File: config.mk
export PLATFORM = sky130hd
export DESIGN_NAME = decode_seq
export DESIGN_NICKNAME = d
export VERILOG_FILES = /design/src/rtl/decode_seq.sv
export SDC_FILE = /design/constraint.sdc
export NUM_CORES = 1
export LEC_CHECK = 0
export ABC_AREA = 1
export BUFFER_PORTS_ARGS = -buffer_cell sky130_fd_sc_hd__buf_2
export CAP_MARGIN = 0
export CORE_UTILIZATION = 51
export CTS_BUF_LIST = sky130_fd_sc_hd__clkbuf_4 sky130_fd_sc_hd__clkbuf_8 sky130_fd_sc_hd__clkbuf_16
export DETAILED_ROUTE_END_ITERATION = 6
export GPL_TIMING_DRIVEN = 0
export PLACE_DENSITY = 0.81
export SYNTH_ARGS = -nofsm -noshare
export SYNTH_HDL_FRONTEND = slang
export SYNTH_SLANG_ARGS = --single-unit
File: constraint.sdc
create_clock -name clk -period 1.7 [get_ports clk]
set_clock_uncertainty 0.05 [all_clocks]
set_input_delay 0.255 -clock clk [delete_from_list [all_inputs] [get_ports clk]]
set_output_delay 0.255 -clock clk [all_outputs]
set_load 0.1 [all_outputs]
File: src/rtl/decode_seq.sv
// Instruction sequencer for a single-issue core: fetch, decode, issue and
// wait for writeback of one instruction at a time. Stops on ebreak or on an illegal opcode.
module decode_seq (
    input  logic        clk,
    input  logic        rst,
    input  logic        ifu_valid,
    input  logic [31:0] ifu_inst,
    output logic        ifu_ready,
    output logic [31:0] inst_q,
    output logic        is_csr,
    output logic        exu_valid,
    input  logic        exu_ready,
    input  logic        wb_done,
    input  logic        flush,
    output logic [31:0] retired,
    output logic        halted,
    output logic        halt_code
);

    localparam logic [31:0] EBREAK_INST = 32'h00100073;
    localparam logic [6:0]  OP_SYSTEM   = 7'b1110011;

    typedef enum logic [2:0] {FETCH, DECODE, ISSUE, WAIT_WB, HALT} state_t;

    state_t state;
    state_t state_next;
    logic   fetch_accept;
    logic   retire;
    logic   halt_enter;
    logic   halt_illegal;

    function automatic logic opcode_legal(input logic [6:0] op);
        case (op)
            7'b0110111, 7'b0010111, 7'b1101111, 7'b1100111, 7'b1100011,
            7'b0000011, 7'b0100011, 7'b0010011, 7'b0110011, 7'b1110011:
                opcode_legal = 1'b1;
            default:
                opcode_legal = 1'b0;
        endcase
    endfunction

    always_ff @(posedge clk) begin
        if (rst) begin
            state <= FETCH;
        end else begin
            state <= state_next;
        end
    end

    // flush outranks every handshake input in all non-halted states
    always_comb begin
        state_next   = state;
        fetch_accept = 1'b0;
        retire       = 1'b0;
        halt_enter   = 1'b0;
        halt_illegal = 1'b0;
        case (state)
            FETCH: begin
                if (flush) begin
                    state_next = FETCH;
                end else if (ifu_valid) begin
                    fetch_accept = 1'b1;
                    state_next   = DECODE;
                end
            end
            DECODE: begin
                if (flush) begin
                    state_next = FETCH;
                end else if (inst_q == EBREAK_INST) begin
                    halt_enter = 1'b1;
                    state_next = HALT;
                end else if (!opcode_legal(inst_q[6:0])) begin
                    halt_enter   = 1'b1;
                    halt_illegal = 1'b1;
                    state_next   = HALT;
                end else begin
                    state_next = ISSUE;
                end
            end
            ISSUE: begin
                if (flush) begin
                    state_next = FETCH;
                end else if (exu_ready) begin
                    state_next = WAIT_WB;
                end
            end
            WAIT_WB: begin
                if (flush) begin
                    state_next = FETCH;
                end else if (wb_done) begin
                    retire     = 1'b1;
                    state_next = FETCH;
                end
            end
            HALT: begin
                state_next = HALT;
            end
            default: begin
                state_next = FETCH;
            end
        endcase
    end

    always_ff @(posedge clk) begin
        if (rst) begin
            inst_q    <= 32'd0;
            retired   <= 32'd0;
            halt_code <= 1'b0;
        end else begin
            if (fetch_accept) begin
                inst_q <= ifu_inst;
            end
            if (retire) begin
                retired <= retired + 32'd1;
            end
            if (halt_enter) begin
                halt_code <= halt_illegal;
            end
        end
    end

    assign ifu_ready = (state == FETCH);
    assign exu_valid = (state == ISSUE);
    assign halted    = (state == HALT);
    assign is_csr    = (inst_q[6:0] == OP_SYSTEM);

endmodule

==> flow_metrics.py <==
metrics = {
    "timing": {
        "fmax_mhz": 596,
        "fin_crit_sh_pct": 98.7,
        "worst_pin_slew_ns": 0.567,
        "holdWs_ns": 0.0944,
        "setup_viol": 0,
        "min_period_ns": 1.68,
        "fin_ws_ns": 0.0216,
        "hold_viol": 0,
        "rsz0062_at_grt": "true",
        "tns_ns": 0,
        "max_slew_margin_pct": 62.2,
        "slew_violations": 0,
    },
    "global_route": {
        "globalRouteTotalUtil_pct": 26.4,
        "grt_pass1_wl_um": 13400,
        "grt_max_degree": 13,
        "antenna_found_initial": 0,
        "grt_pass1_vias": 3075,
        "grt.overflow.total": 0,
    },
    "logic_synthesis": {
        "synth.yosys.warnings": 0,
        "synth.top_cells.by_area": "dfxtp_1 (42%), nand2_1 (10%), inv_1 (7.9%)",
        "yosys_register_bits": 68,
        "synth_cell_types": 31,
        "synth_top_area_share_pct": 41.8,
        "syn_nets": 519,
        "avgSynthCellArea_um2": 6.79,
        "yosys_most_used_dff": "dfxtp_1",
        "syn_area_mm2": 0.00326,
        "synth_edf_count": 0,
        "yosys.area.top_type": "dfxtp_1",
        "synthArstFlopShare_pct": 0,
        "synthCells": 480,
        "yosysSeqAreaShare_pct": 41.8,
    },
    "run_status": {
        "status": "complete, no violations",
    },
    "power": {
        "p_clk_share_pct": 38.5,
        "ir_worst_vdd_mv": 0.661,
        "p_sw_mw": 1.33,
        "p_leak_nw": 2.01,
        "internal-power_mw": 2.73,
        "power.total_mw": 4.07,
        "switching_share_pct": 32.8,
        "p_comb_share_pct": 20.4,
        "pwr_density_cell_mw_per_mm2": 900,
        "p_seq_share_pct": 41.1,
    },
    "job": {
        "drv_cap": 0,
    },
    "routing": {
        "viasPerCell": 5.13,
        "first_pass_iters": 4,
        "wl_per_cell_um": 13.0,
        "vias": 3512,
        "route.detailed.drc": 0,
        "antenna_left": 0,
        "wl_met1_um": 3580,
        "wl_met2_um": 4510,
        "route.met3.wl_um": 720,
        "top_layer_used": "met4",
        "wirelength_um": 8930,
        "drt_iter0_drc": 172,
    },
    "die": {
        "die_w_um": 81.9,
        "start_util_pct": 54.1,
        "ios": 107,
        "design.core.area_mm2": 0.00603,
        "dieHeight_um": 81.9,
        "num_rows": 28,
        "die_area_mm2": 0.00671,
    },
    "clocking": {
        "cts.path.max_buffers": 2,
        "numCtsBuffers": 9,
        "cts_sinks": 68,
        "cts.htree.levels": 3,
        "cts_tree": "done",
        "cts-root-buf": "clkbuf_8",
        "ctsHoldBuffers": 0,
        "worstSkewPairLatency_ns": 0.35,
        "path_clk_slew_ns": 0.08,
    },
    "critical_path": {
        "rr_worst_depth": 9,
        "cp-end-kind": "output port",
        "path_class": "flop to output port",
        "cp_top_family": "flip-flops",
        "critPathSlowestCell": "dfxtp_4",
        "crit_cells": 4,
        "critical_path_peak_fanout": 3,
        "slowest_delay_ns": 0.36,
        "crit_path_cell_trace": "inv_4, nand2_4, nor4_4, buf_6",
        "crit_path_start_kind": "flop",
        "critPathArrivalTime_ns": 1.37,
        "cp.required_ns": 1.39,
        "cp_num_buf_inv": 2,
    },
    "place": {
        "hpwl_um": 6540,
        "placed_cell_area_mm2": 0.00416,
        "gp_congestion": 0.937,
        "port_buffers": 105,
        "dp_slack_ns": 0.0794,
        "place_inst": 660,
    },
    "finish": {
        "drive_above_1_share_pct": 40.3,
        "final_cell_area_mm2": 0.00452,
        "syn_to_final_growth_pct": 38.7,
        "fin_cells": 685,
        "fin_nets": 644,
        "antenna_cells": 0,
        "post-route-util_pct": 75.0,
    },
    "min_path": {
        "hold_depth": 3,
        "worstHoldPathType": "input port to flop",
    },
}
[synth_stat cells, types with 2 or more instances]
cell type and instances:
nand2_2 2, nand3_4 2, nand3_1 20, nand2_1 91, nor2_1 64, inv_2 5, nand4_1 9, nor2_4 4
o21ai_1 12, inv_1 69, a21oi_1 46, nor2_2 2, dfxtp_1 68, nor4_1 4, clkbuf_1 8, xor2_1 3
o21ai_0 37, nor3_1 18, buf_2 4
[repair_timing]
action	in CTS	in global routing
buffers inserted	1	8
endpoints found under the setup margin	4	16
gates resized for setup	9	8
pin swaps	1	6
[registers in the layout, summed over array words and instances (netlist names)]
signal	flops
retired	32
state	3
halt_code	1
inst_q	32
[power by group through the flow]
stage / Sequential (mW) / Combinational (mW) / Clock (mW)
CTS: 1.67 / 0.824 / 1.61
global placement: 1.71 / 0.803 / 0
detailed placement: 1.71 / 0.813 / 0
global route: 1.68 / 0.879 / 1.67
finish: 1.67 / 0.830 / 1.57
floorplan: 2.13 / 0.233 / 0
[cell usage in the layout (no fill, tap or decap), types with 3 or more instances in the layout]
cell      netlist  layout
inv_1          69      64
nand3_2         1       4
nand2_1        91      87
dfxtp_4         0      28
o21ai_1        12      14
o21ai_2         0       3
buf_4           0      11
inv_4           0       3
dfxtp_1        68       3
clkbuf_1        8       6
nor4_1          4       3
buf_6           0       6
buf_2           4     101
xor2_1          3       3
dfxtp_2         0      37
nand3_1        20      17
o21ai_0        37      32
nand2_2         2       3
a21oi_1        46      42
nand2_4         0       3
clkbuf_8        0       9
nor2_1         64      61
nor2_4          4       7
inv_2           5       7
nand4_1         9       9
nor3_1         18      17
a21oi_2         0       4
[layer usage]
| metal | up-vias | GRT usage [%] |
|---|---|---|
| met4 | 0 | 10.7 |
| met3 | 14 | 6.89 |
| li1 | 1800 | - |
| met1 | 1569 | 28.6 |
| met2 | 129 | 48.2 |
| met5 | - | 0 |
[area by class of cell]
type                    count  area (um2)
plain buffers              13        81.3
flip-flops and latches     68        1510
inverters                  75         294
fillers                   501        1510
repair buffers            114         611
clock buffers              11         156
clock inverters             5        81.3
multi-input cells         324        1690
well taps                  75        93.8
[worst min-delay path, delay by kind of cell]
family | cells | cell delay, ns
buffers and inverters | 1 | 0.08
AND/OR/NAND/NOR | 1 | 0.07
AO/OA/AOI/OAI | 1 | 0.05
[kinds of logic (layout without fill, tap and decap cells)]
family | Yosys count | after routing | synth area share (%)
DFF | 68 | 68 | 41.8
and+or+nand+nor | 223 | 223 | 31.5
adders and majority gates | 1 | 1 | 0.384
buffers and inverters | 88 | 218 | 10.4
AOI/OAI and AO/OA | 97 | 97 | 15.1
xor gates and xnor gates | 3 | 3 | 0.807
[final timing paths]
path / slack [ns] / start / end
setup / recovery: 0.02 / inst_q[2]$_SDFFE_PP0P_ / is_csr
hold / removal: 0.09 / ifu_inst[29] / inst_q[29]$_SDFFE_PP0P_
setup reg to reg: 0.09 / state[0]$_SDFFE_PP0P_ / retired[13]$_SDFFE_PP0P_
hold reg to reg: 0.41 / inst_q[11]$_SDFFE_PP0P_ / inst_q[11]$_SDFFE_PP0P_
Power figures use the tool's default switching activity.
